File: src/rtl/cnn_accel_pkg.sv
// Shared types for the CNN accelerator feature-map path: frame arbiter state encoding.
// FRAME_ARB_WATCHDOG_EN adds the PAD state used by the stall watchdog.
package cnn_accel_pkg;

  typedef enum logic [1:0] {
    ST_IDLE   = 2'd0,
    ST_STREAM = 2'd1,
    ST_DONE   = 2'd2
`ifdef FRAME_ARB_WATCHDOG_EN
    ,
    ST_PAD    = 2'd3
`endif
  } arb_state_e;

`ifdef FRAME_ARB_WATCHDOG_EN
  localparam int ARB_NUM_STATES = 4;
`else
  localparam int ARB_NUM_STATES = 3;
`endif

endpackage

File: src/rtl/rr_pick.sv
// Combinational round-robin picker: first requester after last_grant, wrapping modulo NUM_CH.
module rr_pick #(
  parameter int NUM_CH = 4,
  parameter int CW     = (NUM_CH > 1) ? $clog2(NUM_CH) : 1
) (
  input  logic [NUM_CH-1:0] req,
  input  logic [CW-1:0]     last_grant,
  output logic [CW-1:0]     idx,
  output logic              any
);

  logic [CW-1:0] cand;

  // Walk from farthest to nearest so the nearest requester wins.
  always_comb begin
    idx  = '0;
    cand = '0;
    for (int k = NUM_CH; k >= 1; k--) begin
      cand = CW'((int'(last_grant) + k) % NUM_CH);
      if (req[cand]) idx = cand;
    end
  end

  assign any = |req;

endmodule

File: src/rtl/fmap_frame_arbiter.sv
// Frame-granular round-robin arbiter merging NUM_CH feature-map producers into one pixel stream.
// Define FRAME_ARB_WATCHDOG_EN to zero-pad stalled frames after STALL_MAX idle cycles.
module fmap_frame_arbiter
  import cnn_accel_pkg::*;
#(
  parameter int NUM_CH    = 4,
  parameter int WI        = 8,
  parameter int WIDTH     = 128,
  parameter int HEIGHT    = 128,
  parameter int STALL_MAX = 1024,
  localparam int CH_W       = (NUM_CH > 1) ? $clog2(NUM_CH) : 1,
  localparam int FRAME_SIZE = WIDTH * HEIGHT,
  localparam int CNT_W      = (FRAME_SIZE > 1) ? $clog2(FRAME_SIZE) : 1
) (
  input  logic                 clk,
  input  logic                 rst,
  input  logic [NUM_CH-1:0]    req_vld,
  input  logic [NUM_CH*WI-1:0] req_data,
  output logic [NUM_CH-1:0]    req_rdy,
  output logic [WI-1:0]        out_data,
  output logic                 out_vld,
  output logic [CH_W-1:0]      out_ch,
  output logic                 frame_done,
`ifdef FRAME_ARB_WATCHDOG_EN
  output logic                 frame_err,
`endif
  output logic                 busy
);

  if (NUM_CH < 2 || NUM_CH > 8 || STALL_MAX < 1 || ARB_NUM_STATES < 3) begin : g_param_check
    $error("fmap_frame_arbiter: unsupported parameter set");
  end

  arb_state_e        state, state_nxt;
  logic [CH_W-1:0]   grant, last_grant, pick_idx;
  logic              pick_any;
  logic [CNT_W-1:0]  pix_cnt;
  logic              xfer, last_pix, pad_emit;
  logic [WI-1:0]     gnt_pix;
  logic [WI-1:0]     data_p1;
  logic              vld_p1;

  rr_pick #(
    .NUM_CH(NUM_CH),
    .CW    (CH_W)
  ) u_rr_pick (
    .req       (req_vld),
    .last_grant(last_grant),
    .idx       (pick_idx),
    .any       (pick_any)
  );

  always_comb begin
    gnt_pix = '0;
    for (int i = 0; i < NUM_CH; i++) begin
      if (grant == CH_W'(i)) gnt_pix = req_data[i*WI +: WI];
    end
  end

  assign xfer     = (state == ST_STREAM) && req_vld[grant];
  assign last_pix = (pix_cnt == CNT_W'(FRAME_SIZE - 1));

`ifdef FRAME_ARB_WATCHDOG_EN
  localparam int STALL_W = $clog2(STALL_MAX + 1);

  logic [STALL_W-1:0] stall_cnt;
  logic               stall_trip;
  logic               err_flag;

  assign stall_trip = (state == ST_STREAM) && !req_vld[grant] &&
                      (stall_cnt == STALL_W'(STALL_MAX - 1));
  assign pad_emit   = (state == ST_PAD);
  assign frame_err  = (state == ST_DONE) && err_flag;

  // Consecutive-stall counter; any transfer or leaving STREAM restarts it.
  always_ff @(posedge clk) begin
    if (rst) begin
      stall_cnt <= '0;
      err_flag  <= 1'b0;
    end else begin
      if (state != ST_STREAM || xfer) stall_cnt <= '0;
      else                            stall_cnt <= stall_cnt + 1'b1;
      if (state == ST_IDLE)  err_flag <= 1'b0;
      else if (stall_trip)   err_flag <= 1'b1;
    end
  end
`else
  assign pad_emit = 1'b0;
`endif

  always_comb begin
    state_nxt = state;
    case (state)
      ST_IDLE:   if (pick_any) state_nxt = ST_STREAM;
      ST_STREAM: begin
        if (xfer && last_pix) state_nxt = ST_DONE;
`ifdef FRAME_ARB_WATCHDOG_EN
        else if (stall_trip)  state_nxt = ST_PAD;
`endif
      end
`ifdef FRAME_ARB_WATCHDOG_EN
      ST_PAD:    if (last_pix) state_nxt = ST_DONE;
`endif
      ST_DONE:   state_nxt = ST_IDLE;
      default:   state_nxt = ST_IDLE;
    endcase
  end

  always_comb begin
    req_rdy = '0;
    if (state == ST_STREAM) req_rdy[grant] = 1'b1;
  end

  // Stage p1: accepted (or padded) pixel registered toward the image writer.
  always_ff @(posedge clk) begin
    if (rst) begin
      state      <= ST_IDLE;
      grant      <= '0;
      last_grant <= CH_W'(NUM_CH - 1);
      pix_cnt    <= '0;
      data_p1    <= '0;
      vld_p1     <= 1'b0;
    end else begin
      state  <= state_nxt;
      vld_p1 <= xfer || pad_emit;
      if (xfer)          data_p1 <= gnt_pix;
      else if (pad_emit) data_p1 <= '0;

      if (state == ST_IDLE && pick_any) begin
        grant   <= pick_idx;
        pix_cnt <= '0;
      end else if (xfer || pad_emit) begin
        pix_cnt <= pix_cnt + 1'b1;
      end

      if (state == ST_DONE) last_grant <= grant;
    end
  end

  assign out_data   = data_p1;
  assign out_vld    = vld_p1;
  assign out_ch     = grant;
  assign frame_done = (state == ST_DONE);
  assign busy       = (state != ST_IDLE);

endmodule

File: config.mk
export PLATFORM = sky130hd
export DESIGN_NAME = fmap_frame_arbiter
export DESIGN_NICKNAME = d
export VERILOG_FILES = /design/src/rtl/cnn_accel_pkg.sv /design/src/rtl/rr_pick.sv /design/src/rtl/fmap_frame_arbiter.sv
export SDC_FILE = /design/constraint.sdc
export NUM_CORES = 1
export LEC_CHECK = 0
export CORE_UTILIZATION = 49
export DETAILED_ROUTE_END_ITERATION = 12
export HOLD_SLACK_MARGIN = 0.08
export PLACE_DENSITY_LB_ADDON = 0.2
export RECOVER_POWER = 50
export SLEW_MARGIN = 40
export SYNTH_ARGS = -nofsm -noshare
export SYNTH_HDL_FRONTEND = slang
export SYNTH_HIERARCHICAL = 1
export SYNTH_SLANG_ARGS = --single-unit
File: constraint.sdc
create_clock -name clk -period 4.3 [get_ports clk]
set_input_delay 0.645 -clock clk [delete_from_list [all_inputs] [get_ports clk]]
set_output_delay 0.645 -clock clk [all_outputs]
set_load 0.01 [all_outputs]
==> reports/results.tsv <==
stage	metric	value	unit
worst_setup_path	critPathMaxFanout	23	
worst_setup_path	path_cells	dlygate4sd3_1, mux2i_1, a2bb2oi_1, buf_8, mux2i_1, nor2_1	
worst_setup_path	crit_path_start_kind	primary input	
grt	grt_use_total	0.218	
grt	grt_pass1_vias	1464	
synth	synth_cell_types	44	
clock_network	cts_resized	0	
pwr	switching_share	0.242	
clock_network	cts_buffers	5	
clock_network	cts_setup_buffers	0	
floorplanning	die_h	59.4	um
worst_setup_path	r2r_slack	1.36	ns
clock_network	htreeDepth	2	
flow_run	cap_violations	1	
timing	finalSetupViolations	0	
worst_setup_path	cpPeakStageDelay	1.23	ns
synth	yosys_most_used_dff	dfxtp_1	
timing	finalWorstSetupSlack	1.27	ns
clock_network	cts_tree	built	
synth	synth_fp_nets	203	
synth	synth_seq_cells	29	
worst_setup_path	setup.worst_path.class	primary input to register	
clock_network	root_buffer	clkbuf_4	
worst_setup_path	cp.arrival	3.23	ns
timing	fmax	0.330	GHz
routing	postRouteWirelength	3640	um
final_layout	syn_to_final_growth	38.2	%
timing	relSlewSlack	-0.0259	
timing	slew_violations	13	
grt	overflow	0	
floorplanning	row_count	20	
floorplanning	design.core.area	3080	sq um
routing	remaining_drc_errors	0	
synth	synth_edf_count	0	
place	place_ws	1.65	ns
worst_hold_path	min_path_type	register to register	
worst_setup_path	crit_buf_inv	2	
synth	synth.area.top_cells	dfxtp_1, mux4_2, mux2i_1	
worst_setup_path	crit_path_frequent_cell	mux2i_1	
synth	netlist_area	1610	sq um
clock_network	clock_sinks	29	
floorplanning	die_x	59.4	um
worst_setup_path	rr_endpoint	pix_cnt[1]	
grt	grt_max_degree	36	
final_layout	final_cell_mix	clkdlybuf4s50_1, dfxtp_1, nor2_1	
worst_setup_path	reg2reg_from	out_ch[1]	
timing	worst_slew_pin_slew	1.53	ns
routing	vias	1475	
pwr	comb_power_share	0.218	
floorplanning	die_area	3520	sq um
worst_setup_path	path_delay_family	compound AO/OA/AOI/OAI gates	
pwr	peakVddDrop	342	uV
timing	rsz0062_at_grt	no	
worst_setup_path	cpMaxStageDelayCell	a2bb2oi_1	
worst_setup_path	critPathCapture	pix_cnt[1]	
pwr	p_clk_frac	0.343	
final_layout	fill_cells	218	
timing	fin_tns_setup	0	ns
place	dpl.hpwl	2670	um
place	place.gp.congestion	0.767	
worst_setup_path	cp.required	4.51	ns
place	io_buffers	54	
final_layout	final_layout_size_suffix_gt1_frac	0.115	
routing	ant_nets	0	
timing	finalClockSkew	0.0153	ns
pwr	p_int	506	uW
final_layout	n_antenna_cell	0	
timing	fin_crit_sh	0.704	
final_layout	nNetsFinal	256	
clock_network	clk_latency	0.33	ns
floorplanning	initial_core_util	0.524	
routing	drt-initial-drc-count	103	
grt	grt_antenna_before_repair	0	
routing	via_per_inst	5.63	
pwr	leakage	0.840	nW
grt	grt_pass1_wl	5750	um
timing	hold_viol	0	
worst_setup_path	crit_start	req_vld[3]	
synth	synth_top_area_cell	dfxtp_1	
synth	yosys.area.top_type_share	0.360	
worst_setup_path	worstSetupEndpointType	register	
run_status	violations	capacitance limit, slew limit	
clock_network	ctsHoldBuffers	0	
timing	finalCriticalPeriod	3.03	ns
pwr	p_per_area	300	nW/um^2
clock_network	ctsLongestPathBuffers	2	
synth	synthArstFlopShare	0	
final_layout	final_common_cell	clkdlybuf4s50_1	
synth	syn_inst	164	
synth	yosysSeqAreaShare	0.360	
synth	ys_warn_count	6	
pwr	power	668	uW
floorplanning	io-pin-count	55	
worst_setup_path	rr_worst_depth	5	
run_status	status	complete, but fails checks	
clock_network	clkTransAtPathRegs	0.09	ns
pwr	power_frac_seq	0.439	
worst_setup_path	crit_cells	6	
pwr	switchingPower	162	uW
routing	dr.pass1.iters	4	
routing	wl_per_cell	13.9	um
synth	syn_avg_cell_area	9.83	sq um
[worst min-delay path by stage]
stage / slack, ns / endpoint / start / cells after the start
4_1_cts: 0.49 / pix_cnt[5] / pix_cnt[5] / 2
2_1_floorplan: 0.45 / pix_cnt[13] / pix_cnt[13] / 2
3_5_place_dp: 0.48 / pix_cnt[5] / pix_cnt[5] / 2
3_3_place_gp: 0.46 / pix_cnt[13] / pix_cnt[13] / 2
5_1_grt: 0.52 / pix_cnt[13] / pix_cnt[13] / 2
6_report: 0.48 / pix_cnt[5] / pix_cnt[5] / 2
[state kept, by name (all words and copies together) (netlist names)]
register,count
pix_cnt,14
out_data,8
last_grant,2
out_ch,2
state,2
out_vld,1
[cell families (layout without fill, tap and decap cells)]
logic type | after synthesis | after routing | synth area share
flops | 29 | 29 | 0.360
compound gates | 34 | 34 | 0.147
fa+ha+maj | 1 | 1 | 0.00776
simple gates | 63 | 63 | 0.224
buf+inv | 14 | 68 | 0.0489
xor+xnor | 1 | 1 | 0.00544
mux | 22 | 22 | 0.207
[synthesized netlist by cell type (all sizes together), types with 2 or more instances]
cell	number
or3	7
nor2b	4
dfxtp	29
o31ai	4
a21oi	14
and2	4
nor2	18
o21ai	7
nand3	3
buf	7
nand4	3
mux2i	13
nand2	7
inv	5
nand2b	3
a211o	2
and4	2
or2	2
mux4	8
or4	4
clkbuf	2
[worst min-delay path, delay by kind of cell (launching register included)]
family / cells / cell delay (ns)
compound gates: 2 / 0.12
flops: 1 / 0.32
[metal layers]
layer | global-route usage | wire (um)
met1 | 0.234 | 1490
met2 | 0.393 | 1920
met3 | 0.0677 | 160
met4 | 0.0850 | 73
met5 | 0 | 0
[cell type report]
cell class / count / area [sq um] / share of cell area
Multi-Input combinational cell: 121 / 931 / 0.418
Clock buffer: 7 / 55.1 / 0.0247
Timing Repair Buffer: 55 / 556 / 0.249
Clock inverter: 1 / 30.0 / 0.0135
Sequential cell: 29 / 582 / 0.261
Inverter: 5 / 18.8 / 0.00843
Tap cell: 44 / 55.1 / 0.0247
[stage by stage]
| stage | hold WS [ns] | std cells | cell area, sq um | util |
|---|---|---|---|---|
| final | 0.483 | 262 | 2230 | 0.724 |
| after global routing | 0.521 | 262 | 2230 | 0.724 |
| after CTS | 0.491 | 261 | 2230 | 0.725 |
| after detailed placement | 0.478 | 253 | 2150 | 0.698 |
| after global placement | 0.455 | 253 | 2150 | 0.698 |
| after floorplan | 0.447 | 164 | 1610 | - |
[power by group through the flow]
stage | Clock [mW] | Sequential [mW] | Combinational, mW
global placement | 0 | 0.299 | 0.143
detailed placement | 0 | 0.300 | 0.148
finish | 0.229 | 0.293 | 0.146
floorplan | 0 | 0.297 | 0.0848
global route | 0.247 | 0.296 | 0.156
CTS | 0.233 | 0.294 | 0.149
Note: power is estimated with default switching activity, not from simulation.
